==> config.mk <==
export PLATFORM = sky130hd
export DESIGN_NAME = axi_lite_master
export DESIGN_NICKNAME = d
export VERILOG_FILES = /design/src/rtl/axi_lite_pkg.sv /design/src/rtl/axi_lite_master.sv
export SDC_FILE = /design/constraint.sdc
export NUM_CORES = 1
export LEC_CHECK = 0
export ABC_AREA = 1
export ABC_CLOCK_PERIOD_IN_PS = 1300
export CAP_MARGIN = 20
export CORE_ASPECT_RATIO = 1.5
export CORE_MARGIN = 4
export CORE_UTILIZATION = 32
export CTS_BUF_LIST = sky130_fd_sc_hd__clkbuf_4
export DETAILED_ROUTE_END_ITERATION = 8
export PLACE_DENSITY = 0.86
export SLEW_MARGIN = 20
export SYNTH_ARGS = -nofsm -noshare
export SYNTH_HDL_FRONTEND = slang
export SYNTH_SLANG_ARGS = --single-unit
==> constraint.sdc <==
create_clock -name M_AXI_ACLK -period 1.3 [get_ports M_AXI_ACLK]
set_clock_uncertainty 0.1 [all_clocks]
set_input_delay 0.195 -clock M_AXI_ACLK [delete_from_list [all_inputs] [get_ports M_AXI_ACLK]]
set_output_delay 0.195 -clock M_AXI_ACLK [all_outputs]
set_load 0.02 [all_outputs]
==> src/rtl/axi_lite_pkg.sv <==
// axi_lite_pkg: FSM state encoding and response codes shared by the AXI-Lite master and its bench.
package axi_lite_pkg;
  typedef enum logic [2:0] {IDLE, WR_ADDR_DATA, WR_RESP, RD_ADDR, RD_DATA, DONE} state_e;
  localparam logic [1:0] RESP_OKAY   = 2'b00;
  localparam logic [1:0] RESP_SLVERR = 2'b10;
endpackage

==> src/rtl/axi_lite_master.sv <==
// axi_lite_master: writes N incrementing words to consecutive registers, reads them back and flags any mismatch or error response.
module axi_lite_master
  import axi_lite_pkg::*;
#(
  parameter logic [31:0] C_M_TARGET_BASE_ADDR = 32'h0000_0000,
  parameter int          C_M_AXI_ADDR_WIDTH   = 32,
  parameter int          C_M_AXI_DATA_WIDTH   = 32,
  parameter int          C_M_TRANSACTIONS_NUM = 4,
  parameter logic [31:0] C_M_START_DATA_VALUE = 32'hAA00_0000
) (
  input  logic                              M_AXI_ACLK,
  input  logic                              M_AXI_ARESETN,
  output logic                              WCOMPLETE,
  output logic                              RCOMPLETE,
  output logic                              ERROR,
  output logic [C_M_AXI_ADDR_WIDTH-1:0]     M_AXI_AWADDR,
  output logic [2:0]                        M_AXI_AWPROT,
  output logic                              M_AXI_AWVALID,
  input  logic                              M_AXI_AWREADY,
  output logic [C_M_AXI_DATA_WIDTH-1:0]     M_AXI_WDATA,
  output logic [C_M_AXI_DATA_WIDTH/8-1:0]   M_AXI_WSTRB,
  output logic                              M_AXI_WVALID,
  input  logic                              M_AXI_WREADY,
  input  logic [1:0]                        M_AXI_BRESP,
  input  logic                              M_AXI_BVALID,
  output logic                              M_AXI_BREADY,
  output logic [C_M_AXI_ADDR_WIDTH-1:0]     M_AXI_ARADDR,
  output logic [2:0]                        M_AXI_ARPROT,
  output logic                              M_AXI_ARVALID,
  input  logic                              M_AXI_ARREADY,
  input  logic [C_M_AXI_DATA_WIDTH-1:0]     M_AXI_RDATA,
  input  logic [1:0]                        M_AXI_RRESP,
  input  logic                              M_AXI_RVALID,
  output logic                              M_AXI_RREADY
);
  localparam int AW = C_M_AXI_ADDR_WIDTH;
  localparam int DW = C_M_AXI_DATA_WIDTH;
  localparam int N  = C_M_TRANSACTIONS_NUM;
  localparam int CW = $clog2(N + 1);
  function automatic logic [AW-1:0] addr_of(input logic [CW-1:0] i);
    return AW'(C_M_TARGET_BASE_ADDR) + (AW'(i) << 2);
  endfunction
  function automatic logic [DW-1:0] data_of(input logic [CW-1:0] i);
    return DW'(C_M_START_DATA_VALUE + 32'(i));
  endfunction
  state_e state_q, state_d;
  logic [CW-1:0] wcnt_q, wcnt_d, rcnt_q, rcnt_d, wnext, rnext;
  logic awvalid_q, awvalid_d, wvalid_q, wvalid_d, bready_q, bready_d;
  logic arvalid_q, arvalid_d, rready_q, rready_d;
  logic wcomplete_q, wcomplete_d, rcomplete_q, rcomplete_d, error_q, error_d;
  logic [AW-1:0] awaddr_q, awaddr_d, araddr_q, araddr_d;
  logic [DW-1:0] wdata_q, wdata_d;
  assign wnext = wcnt_q + 1'b1;
  assign rnext = rcnt_q + 1'b1;
  always_comb begin
    state_d     = state_q;
    wcnt_d      = wcnt_q;
    rcnt_d      = rcnt_q;
    awvalid_d   = awvalid_q;
    wvalid_d    = wvalid_q;
    bready_d    = bready_q;
    arvalid_d   = arvalid_q;
    rready_d    = rready_q;
    wcomplete_d = wcomplete_q;
    rcomplete_d = rcomplete_q;
    error_d     = error_q;
    awaddr_d    = awaddr_q;
    araddr_d    = araddr_q;
    wdata_d     = wdata_q;
    case (state_q)
      IDLE: begin
        state_d   = WR_ADDR_DATA;
        awvalid_d = 1'b1;
        wvalid_d  = 1'b1;
        awaddr_d  = addr_of(wcnt_q);
        wdata_d   = data_of(wcnt_q);
      end
      WR_ADDR_DATA: begin
        // each channel retires independently; move on once both have
        awvalid_d = awvalid_q & ~M_AXI_AWREADY;
        wvalid_d  = wvalid_q & ~M_AXI_WREADY;
        if (!awvalid_d && !wvalid_d) begin
          state_d  = WR_RESP;
          bready_d = 1'b1;
        end
      end
      WR_RESP: if (M_AXI_BVALID) begin
        bready_d = 1'b0;
        wcnt_d   = wnext;
        error_d  = error_q | (M_AXI_BRESP != RESP_OKAY);
        if (wnext < CW'(N)) begin
          state_d   = WR_ADDR_DATA;
          awvalid_d = 1'b1;
          wvalid_d  = 1'b1;
          awaddr_d  = addr_of(wnext);
          wdata_d   = data_of(wnext);
        end else begin
          state_d     = RD_ADDR;
          wcomplete_d = 1'b1;
          arvalid_d   = 1'b1;
          araddr_d    = addr_of(rcnt_q);
        end
      end
      RD_ADDR: if (M_AXI_ARREADY) begin
        state_d   = RD_DATA;
        arvalid_d = 1'b0;
        rready_d  = 1'b1;
      end
      RD_DATA: if (M_AXI_RVALID) begin
        rready_d = 1'b0;
        rcnt_d   = rnext;
        error_d  = error_q | (M_AXI_RRESP != RESP_OKAY) | (M_AXI_RDATA != data_of(rcnt_q));
        if (rnext < CW'(N)) begin
          state_d   = RD_ADDR;
          arvalid_d = 1'b1;
          araddr_d  = addr_of(rnext);
        end else begin
          state_d     = DONE;
          rcomplete_d = 1'b1;
        end
      end
      default: ;
    endcase
  end
  always_ff @(posedge M_AXI_ACLK or negedge M_AXI_ARESETN) begin
    if (!M_AXI_ARESETN) begin
      state_q      <= IDLE;
      wcnt_q       <= '0;
      rcnt_q       <= '0;
      awvalid_q    <= 1'b0;
      wvalid_q     <= 1'b0;
      bready_q     <= 1'b0;
      arvalid_q    <= 1'b0;
      rready_q     <= 1'b0;
      wcomplete_q  <= 1'b0;
      rcomplete_q  <= 1'b0;
      error_q      <= 1'b0;
      awaddr_q     <= '0;
      araddr_q     <= '0;
      wdata_q      <= '0;
    end else begin
      state_q      <= state_d;
      wcnt_q       <= wcnt_d;
      rcnt_q       <= rcnt_d;
      awvalid_q    <= awvalid_d;
      wvalid_q     <= wvalid_d;
      bready_q     <= bready_d;
      arvalid_q    <= arvalid_d;
      rready_q     <= rready_d;
      wcomplete_q  <= wcomplete_d;
      rcomplete_q  <= rcomplete_d;
      error_q      <= error_d;
      awaddr_q     <= awaddr_d;
      araddr_q     <= araddr_d;
      wdata_q      <= wdata_d;
    end
  end
  assign WCOMPLETE     = wcomplete_q;
  assign RCOMPLETE     = rcomplete_q;
  assign ERROR         = error_q;
  assign M_AXI_AWADDR  = awaddr_q;
  assign M_AXI_AWPROT  = 3'b000;
  assign M_AXI_AWVALID = awvalid_q;
  assign M_AXI_WDATA   = wdata_q;
  assign M_AXI_WSTRB   = '1;
  assign M_AXI_WVALID  = wvalid_q;
  assign M_AXI_BREADY  = bready_q;
  assign M_AXI_ARADDR  = araddr_q;
  assign M_AXI_ARPROT  = 3'b000;
  assign M_AXI_ARVALID = arvalid_q;
  assign M_AXI_RREADY  = rready_q;
endmodule

==> results of run 1 <==
==> how the worst min path moves through the flow <==
stage,endpoint,cells past startpoint
6_report,wcnt_q[1]$_DFFE_PN0P_,2
3_3_place_gp,WCOMPLETE$_DFFE_PN0P_,2
4_1_cts,M_AXI_BREADY$_DFFE_PN0P_,2
3_5_place_dp,RCOMPLETE$_DFFE_PN0P_,2
5_1_grt,WCOMPLETE$_DFFE_PN0P_,2
2_1_floorplan,ERROR$_DFFE_PN0P_,0
==> registers in the layout, indices dropped and copies added, names as in the netlist <==
name,cells
M_AXI_RREADY,1
WCOMPLETE,1
M_AXI_AWADDR,2
state_q,3
M_AXI_ARVALID,1
RCOMPLETE,1
wcnt_q,3
M_AXI_BREADY,1
M_AXI_AWVALID,1
rcnt_q,3
M_AXI_WVALID,1
ERROR,1
M_AXI_WDATA,2
M_AXI_ARADDR,3
==> cells by family after synthesis <==
logic type	synth area share
buffers and inverters	0.399
AND/OR/NAND/NOR	0.250
flip-flops	0.277
AO/OA/AOI/OAI	0.0468
XOR/XNOR	0.0121
adder cells (fa/ha/maj)	0.0116
other	0.00347
==> through the flow <==
stage               area (sq um)  hold WS (ns)  utilization  power, uW  setup WS [ns]
finish                      3120         0.101        0.478       6210         -0.236
global route                3120         0.116        0.478       6610         -0.302
CTS                         2900         0.105        0.444       5400         -0.166
detailed placement          2720         0.353        0.416       4500         -0.223
global placement            2720         0.350        0.416       4380         -0.193
floorplan                   2520        -0.201            -       3400         -0.103
==> synthesized netlist by cell type <==
library cell | instances | area share
nor2_4 | 2 | 0.010
buf_4 | 99 | 0.34
nand3_1 | 10 | 0.023
o22ai_1 | 1 | 0.0029
nand2_1 | 64 | 0.11
o21ai_1 | 1 | 0.0023
nor2_2 | 5 | 0.014
nand2_4 | 2 | 0.010
xor2_1 | 3 | 0.012
o21ai_0 | 10 | 0.023
conb_1 | 2 | 0.0035
buf_6 | 1 | 0.0052
o211ai_1 | 1 | 0.0035
inv_2 | 3 | 0.0052
nand4_1 | 3 | 0.0087
or2_1 | 1 | 0.0029
dfrtp_1 | 24 | 0.28
a21oi_1 | 5 | 0.012
nand2_2 | 7 | 0.020
nor2_1 | 27 | 0.047
ha_1 | 2 | 0.012
inv_1 | 26 | 0.045
nor3_1 | 1 | 0.0023
o31ai_1 | 1 | 0.0035
==> worst max-delay path: stages (launching register included) <==
cell and delay, ns:
dfrtp_1 0.42, ha_2 0.19, nand2_2 0.08, nand2_2 0.07, nand2_4 0.10, nand2_4 0.05
nor2_4 0.19, nand2_4 0.09, nand2_1 0.08, nand2_1 0.06
==> cell type report <==
| class | count | area [sq um] |
|---|---|---|
| clock inverter | 1 | 30.0 |
| sequential | 24 | 604 |
| tap | 76 | 95.1 |
| fill | 617 | 3410 |
| timing repair buffer | 112 | 997 |
| clock buffer | 3 | 22.5 |
| inverter | 29 | 114 |
| multi-input combinational | 239 | 1260 |
==> report_power, final <==
part / switching, uW / total [uW] / internal [uW]
Sequential: 323 / 1390 / 1060
Clock: 238 / 550 / 312
Combinational: 2380 / 4270 / 1900
==> routing by layer <==
metal  wire (microns)  vias to the layer above
met5                0                        -
met4              182                        0
met3              809                       18
met2             3250                      148
met1             1850                      901
li1                 -                      942
==> timing repair <==
| item | in CTS | in global routing |
|---|---|---|
| buffers inserted | 12 | 10 |
| endpoints found under the setup margin | 44 | 34 |
| pin swaps | 21 | 23 |
| resized for setup | 105 | 61 |
==> results.yml, run 1 <==
status:
  status: "finished, violations left"
  violations: "setup timing"
sta:
  finalHoldViolCount: 0
  finalMaxSlewViolations: 0
  finalCritPeriodShare: 1.18
  setup_viol: 26
  fin_tns_setup_ns: -3.24
  finalCriticalPeriod_ns: 1.54
  fmax_mhz: 651
  setup_ws_ns: -0.236
  grt_setup_unrepaired: "true"
die:
  boundaryPins: 157
  coreArea_sq_um: 6530
  fp.dieW_microns: 75.2
  die_h_microns: 109
  start_util: 0.332
  die-area_sq_um: 8180
  rows: 36
critical_path:
  cp.required_ns: 1.43
  cp-endpoint: "M_AXI_ARADDR[3]$_DFFE_PN0P_"
  critPathCaptureType: "flip-flop"
  critPathArrivalTime_ns: 1.66
  rr_worst_depth: 9
  worst_setup_path_start_kind: "flip-flop"
  rr_startpoint: "rcnt_q[0]$_DFFE_PN0P_"
  r2r_setup_slack_ns: -0.24
  cp_max_fo: 5
  crit_type: "flip-flop to flip-flop"
  critPathLaunch: "rcnt_q[0]$_DFFE_PN0P_"
  reg2reg_to: "M_AXI_ARADDR[3]$_DFFE_PN0P_"
detailed_routing:
  wire_per_inst_microns: 12.6
  ant_nets: 0
  drc: 0
  drt_first_pass_iters: 6
  vias: 2009
  viasPerCell: 4.15
  wirelength_mm: 6.10
  drt_iter0_markers: 38
finish:
  syn2layout_area_growth_pct: 44.0
  mostFrequentLayoutCell: "conb_1"
  fin_cells: 484
  drive_gt1_frac: 0.331
  diodes: 0
  final_net_count: 454
  final_cell_mix: "conb_1 (93), nand2_1 (42), clkdlybuf4s50_1 (42)"
power:
  power_leakage_uw: 0.00168
  powerDensity_nw_per_um2: 1990
  ir_drop_uv: 1170
hold_path:
  hp-class: "input pin to asynchronous set/reset pin"
global_routing:
  grtUsageMet3: 0.0185
  met2_usage: 0.248
  antenna_found_initial: 0
  grt_first_pass_wirelength_mm: 7.73
  grt_remaining_overflow: 0
  grtUsageTotal: 0.119
  gr-max-usage-layer: "met2"
  gr-usage-met1: 0.112
  grt_max_degree: 25
  grt_pass1_vias: 1818
clocking:
  clk-insertion-delay-late_ns: 0.32
  hold_buffers: 0
  cts-root-buf: "clkbuf_4"
  clkSlewWorstSetupHoldPaths_ns: 0.14
  cts_max_path_buffers: 2
  cts_buffers: 3
  h-tree-depth: 1
  cts.sinks: 24
  cts_tree: "yes"
yosys:
  ys_seq_elements: 24
  seq_area_frac_synth: 0.277
  synth_area_sq_um: 2170
  synth.avg_cell_area_sq_um: 7.20
  ys_warn_count: 0
  synth_cell_types: 24
  syn_inst: 301
job:
  max-cap-violations: 0
placed_design:
  port_buffers: 63
  dpl.hpwl_mm: 4.33
  dp_cells: 459
  gp_congestion: 0.847
Note: power is estimated with default switching activity, not from simulation.
==> run 2, diff against run 1 <==
--- a/config.mk
+++ b/config.mk
@@ -13,7 +13,7 @@
 export CORE_UTILIZATION = 32
 export CTS_BUF_LIST = sky130_fd_sc_hd__clkbuf_4
 export DETAILED_ROUTE_END_ITERATION = 8
-export PLACE_DENSITY = 0.86
+export PLACE_DENSITY = 0.87
 export SLEW_MARGIN = 20
 export SYNTH_ARGS = -nofsm -noshare
 export SYNTH_HDL_FRONTEND = slang
==> run 2 against run 1 <==
The flow still finishes with violations (setup timing); combinational power shrank 4%; critical path depth is 1 lower; die area unchanged; routed wire length shrank 5.3%; clock power up 3%; critical path type unchanged; highest routed layer unchanged.
==> results.yml, run 2 (synthesis gave the netlist of run 1 again) <==
critical_path:
  cp_max_fo: 4
  crit_slowest_cell: "dfrtp_1"
  crit_type: "flip-flop to flip-flop"
  cp_cell_sequence: "ha_4 -> nand2_2 -> nand2_4 -> nor2_4 -> nor2_4 -> nand2_2 -> inv_2 -> or2_1"
  critical_path_buf_inv_count: 1
  path_delay_family: "simple AND/OR/NAND/NOR gates"
  cp_slowest_stage_delay_ns: 0.44
  worst_setup_path_start_kind: "flip-flop"
  critPathCaptureType: "flip-flop"
  critPathArrivalTime_ns: 1.62
  cp.required_ns: 1.44
sta:
  finalMaxSlewViolations: 0
  setup_ws_ns: -0.177
  setup_viol: 22
  finalHoldViolCount: 0
  finalCriticalPeriod_ns: 1.48
  finalCritPeriodShare: 1.14
  grt_setup_unrepaired: "true"
  fmax_mhz: 677
die:
  die_h_microns: 109
  boundaryPins: 157
  die-area_sq_um: 8180
  rows: 36
  fp.dieW_microns: 75.2
  coreArea_sq_um: 6530
  start_util: 0.332
job:
  max-cap-violations: 0
placed_design:
  dpl.hpwl_mm: 4.25
  port_buffers: 63
  placed_area_sq_um: 2720
  pre_cts_ws_ns: -0.281
  gp_congestion: 0.811
clocking:
  h-tree-depth: 1
  clkSlewWorstSetupHoldPaths_ns: 0.15
  cts.sinks: 24
  cts_tree: "yes"
  cts_max_path_buffers: 2
  clk-insertion-delay-late_ns: 0.33
  cts-root-buf: "clkbuf_4"
  cts_buffers: 3
finish:
  diodes: 0
  drive_gt1_frac: 0.310
  syn2layout_area_growth_pct: 41.8
  final_area_sq_um: 3070
  final_net_count: 453
  mostFrequentLayoutCell: "conb_1"
  final_cell_mix: "conb_1 (93), nand2_1 (47), clkdlybuf4s50_1 (42)"
detailed_routing:
  ant_nets: 0
  maxUsedRoutingLayer: "met4"
  met1_length_mm: 1.76
  wl_met3_microns: 818
  drc: 0
  drt_iter0_markers: 45
  wirelength_mm: 5.78
  drt_first_pass_iters: 4
  vias: 1949
  viasPerCell: 4.04
  wl_met2_mm: 3.15
  wire_per_inst_microns: 12.0
global_routing:
  grtUsageTotal: 0.123
  antenna_found_initial: 0
  grt_max_degree: 25
  grt_pass1_vias: 1765
  grt_remaining_overflow: 0
  grt_first_pass_wirelength_mm: 7.86
status:
  violations: "setup timing"
  status: "finished, violations left"
power:
  powerDensity_nw_per_um2: 1960
  ir_drop_uv: 1160
  p_total_uw: 6010
  power_leakage_uw: 0.00165
hold_path:
  hp-class: "input pin to asynchronous set/reset pin"
-- run 2: per-stage QoR --
step	utilization	cells	hold WS (ns)	TNS (ns)
after global placement	0.416	457	0.351	-2.86
final	0.470	483	0.0820	-2.03
after detailed placement	0.416	457	0.363	-3.37
after floorplan	-	392	-0.201	-0.536
after global routing	0.470	483	0.0804	-3.84
after CTS	0.449	476	0.0837	-1.71
-- run 2: layout make-up --
cell class / instances / area (sq um)
inverters: 29 / 111
fillers: 626 / 3460
clock buffers: 3 / 22.5
multi-input cells: 239 / 1240
well taps: 76 / 95.1
repair buffers: 111 / 965
flip-flops and latches: 24 / 604
clock inverters: 1 / 30.0
-- run 2: power by group --
| group | total (uW) | switching [uW] | internal, uW |
|---|---|---|---|
| clock | 564 | 252 | 312 |
| sequential | 1360 | 300 | 1060 |
| combinational | 4090 | 2260 | 1820 |
| total | 6010 | 2820 | 3200 |
-- run 2: worst paths after layout --
path | start | end | slack [ns] | depth (start not counted)
max | wcnt_q[1]$_DFFE_PN0P_ | M_AXI_WDATA[29]$_DFFE_PN0P_ | -0.18 | 8
max reg2reg | wcnt_q[1]$_DFFE_PN0P_ | M_AXI_WDATA[29]$_DFFE_PN0P_ | -0.18 | 8
min reg2reg | WCOMPLETE$_DFFE_PN0P_ | WCOMPLETE$_DFFE_PN0P_ | 0.39 | 2
max in group asynchronous | M_AXI_ARESETN | state_q[2]$_DFFE_PN0P_ | 0.86 | 2
min | M_AXI_ARESETN | wcnt_q[1]$_DFFE_PN0P_ | 0.08 | 2
min in group M_AXI_ACLK | M_AXI_BVALID | WCOMPLETE$_DFFE_PN0P_ | 0.34 | 3
-- run 2: layer usage --
layer | GRT usage | vias to the layer above
met5 | 0 | -
met4 | 0.0325 | 0
met3 | 0.0277 | 5
met2 | 0.245 | 124
met1 | 0.122 | 882
li1 | - | 938
-- run 2: timing repair --
| action | CTS | global route |
|---|---|---|
| buffers inserted | 16 | 9 |
| setup endpoints to repair | 44 | 31 |
| gates resized for setup | 127 | 28 |
| pin swaps | 23 | 24 |
| hold buffers | 0 | 0 |
-- run 2: worst reg2reg max path: stages, from the launching register on --
cell and delay, ns:
dfrtp_1 0.44, ha_4 0.18, nand2_2 0.08, nand2_4 0.07
nor2_4 0.14, nor2_4 0.05, nand2_2 0.09, inv_2 0.04
or2_1 0.19
==> run 3, diff against run 2 <==
--- a/config.mk
+++ b/config.mk
@@ -13,7 +13,8 @@
 export CORE_UTILIZATION = 32
 export CTS_BUF_LIST = sky130_fd_sc_hd__clkbuf_4
 export DETAILED_ROUTE_END_ITERATION = 8
-export PLACE_DENSITY = 0.87
+export PLACE_DENSITY = 0.86
+export RECOVER_POWER = 100
 export SLEW_MARGIN = 20
 export SYNTH_ARGS = -nofsm -noshare
 export SYNTH_HDL_FRONTEND = slang
==> run 3 against run 2 <==
The flow still finishes with violations (setup timing); routed wire length is 5.6% higher; clock power decreased by 2%; utilization is 0.52 points higher; fmax shrank 3.8%; combinational power increased by 4%; sequential cell count did not move; die area did not move; first-iteration DRC count shrank 18%; via count up 3.2%; total power grew 3.2%; non-clock buffer count grew 1.
==> results.yml, run 3 (synthesis gave the netlist of run 1 again) <==
critical_path:
  path_delay_family: "simple AND/OR/NAND/NOR gates"
  cpMostUsedCell: "nand2_4"
  reg2reg_to: "M_AXI_ARADDR[3]$_DFFE_PN0P_"
  crit_cells: 9
  crit_type: "flip-flop to flip-flop"
  critical_path_buf_inv_count: 0
  crit_slowest_cell: "dfrtp_1"
  critPathCaptureType: "flip-flop"
  cp.required_ns: 1.43
  critPathArrivalTime_ns: 1.66
  cp-endpoint: "M_AXI_ARADDR[3]$_DFFE_PN0P_"
  cp_slowest_stage_delay_ns: 0.42
  cp_cell_sequence: "ha_2 -> nand2_2 -> nand2_2 -> nand2_4 -> nand2_4 -> nor2_4 -> nand2_4 -> nand2_1 -> nand2_1"
  critPathLaunch: "rcnt_q[0]$_DFFE_PN0P_"
  rr_worst_depth: 9
  worst_setup_path_start_kind: "flip-flop"
  cp_max_fo: 5
  r2r_setup_slack_ns: -0.24
  rr_startpoint: "rcnt_q[0]$_DFFE_PN0P_"
sta:
  setup_viol: 26
  finalMaxSlewViolations: 0
  grt_setup_unrepaired: "true"
  finalHoldViolCount: 0
  worstMarginPinSlew_ns: 0.604
  setup_ws_ns: -0.236
  finalCritPeriodShare: 1.18
  fmax_mhz: 651
  finalCriticalPeriod_ns: 1.54
  slew_headroom: 0.598
job:
  max-cap-violations: 0
placed_design:
  placed_area_sq_um: 2720
  dpl.hpwl_mm: 4.33
  pre_cts_ws_ns: -0.223
  port_buffers: 63
  gp_congestion: 0.847
detailed_routing:
  viasPerCell: 4.15
  wire_per_inst_microns: 12.6
  ant_nets: 0
  drc: 0
  drt_iter0_markers: 37
  drt_first_pass_iters: 6
  vias: 2011
  wirelength_mm: 6.10
global_routing:
  grt_pass1_vias: 1818
  grt_max_degree: 25
  grt_first_pass_wirelength_mm: 7.73
  grtUsageTotal: 0.119
  grt_remaining_overflow: 0
  antenna_found_initial: 0
finish:
  syn2layout_area_growth_pct: 43.3
  final_net_count: 454
  diodes: 0
  drive_gt1_frac: 0.331
  final_cell_mix: "conb_1 (93), nand2_1 (42), clkdlybuf4s50_1 (41)"
  final_area_sq_um: 3100
  mostFrequentLayoutCell: "conb_1"
clocking:
  cts_buffers: 3
  cts-root-buf: "clkbuf_4"
  hold_buffers: 0
  clk-insertion-delay-late_ns: 0.32
  cts_tree: "yes"
  cts_max_path_buffers: 2
  h-tree-depth: 1
  clkSlewWorstSetupHoldPaths_ns: 0.14
  cts.sinks: 24
power:
  combPwrFrac: 0.687
  ir_drop_uv: 1170
  p_sw_uw: 2940
  p_clk_frac: 0.089
  intPower_uw: 3260
  p_total_uw: 6200
  power_leakage_uw: 0.00167
  swShare: 0.475
  powerDensity_nw_per_um2: 2000
  seq_power_share: 0.225
die:
  fp.dieW_microns: 75.2
  die_h_microns: 109
  rows: 36
  boundaryPins: 157
  coreArea_sq_um: 6530
  start_util: 0.332
  die-area_sq_um: 8180
hold_path:
  hp-class: "input pin to asynchronous set/reset pin"
status:
  status: "finished, violations left"
  violations: "setup timing"
-- run 3: cell types whose count changed in the layout (fill, tap and decap cells not counted), sizes merged --
| cell | before | now |
|---|---|---|
| buf | 69 | 52 |
| clkbuf | 3 | 20 |
| clkdlybuf4s15 | 0 | 1 |
| clkdlybuf4s50 | 42 | 41 |
| dlygate4sd3 | 0 | 1 |
-- run 3: cell type report --
class	instances	area [sq um]
tap	76	95.1
fill	619	3430
timing repair buffer	112	982
sequential	24	604
clock buffer	3	22.5
clock inverter	1	30.0
multi-input combinational	239	1260
inverter	29	114
-- run 3: worst min-delay path by stage --
stage                                     endpoint  cells past startpoint  slack (ns)                   from
final                        wcnt_q[1]$_DFFE_PN0P_                      2        0.29          M_AXI_ARESETN
after CTS                 M_AXI_BREADY$_DFFE_PN0P_                      2        0.10          M_AXI_ARESETN
after global placement       WCOMPLETE$_DFFE_PN0P_                      2        0.35  WCOMPLETE$_DFFE_PN0P_
after global routing         WCOMPLETE$_DFFE_PN0P_                      2        0.36          M_AXI_ARESETN
after detailed placement     RCOMPLETE$_DFFE_PN0P_                      2        0.35  RCOMPLETE$_DFFE_PN0P_
after floorplan                  ERROR$_DFFE_PN0P_                      0       -0.20          M_AXI_ARESETN
-- run 3: power by group through the flow --
| stage | Clock [uW] | Sequential [uW] | Combinational, uW |
|---|---|---|---|
| floorplan | 0 | 1480 | 1920 |
| global placement | 0 | 1330 | 3050 |
| detailed placement | 0 | 1350 | 3150 |
| CTS | 554 | 1360 | 3490 |
| global route | 579 | 1430 | 4600 |
| finish | 550 | 1390 | 4260 |
-- run 3: timing repair --
item                                   in CTS  in global routing
pin swaps                                  21                 23
endpoints found under the hold margin       0                  0
setup buffers                              12                 10
setup endpoints to repair                  44                 34
gates resized for setup                   105                 61
-- run 3: through the flow --
stage | TNS, ns | utilization | hold slack, ns | std cells
after detailed placement | -3.28 | 0.416 | 0.353 | 459
after global placement | -2.69 | 0.416 | 0.350 | 459
after floorplan | -0.536 | - | -0.201 | 392
final | -3.23 | 0.475 | 0.290 | 484
after global routing | -4.62 | 0.475 | 0.361 | 484
after CTS | -1.81 | 0.444 | 0.105 | 474
-- run 3: worst reg2reg max path, cell delays in order (launching register included) --
cell     delay [ns]
dfrtp_1        0.42
ha_2           0.19
nand2_2        0.08
nand2_2        0.07
nand2_4        0.10
nand2_4        0.06
nor2_4         0.19
nand2_4        0.09
nand2_1        0.08
nand2_1        0.06
-- run 3: metal layers --
layer  up-vias  part of all wire  global-route usage
met5         -                 0                   0
met4         0             0.030              0.0375
met3        18              0.13              0.0185
met2       148              0.53               0.248
met1       903              0.31               0.112
li1        942                 -                   -
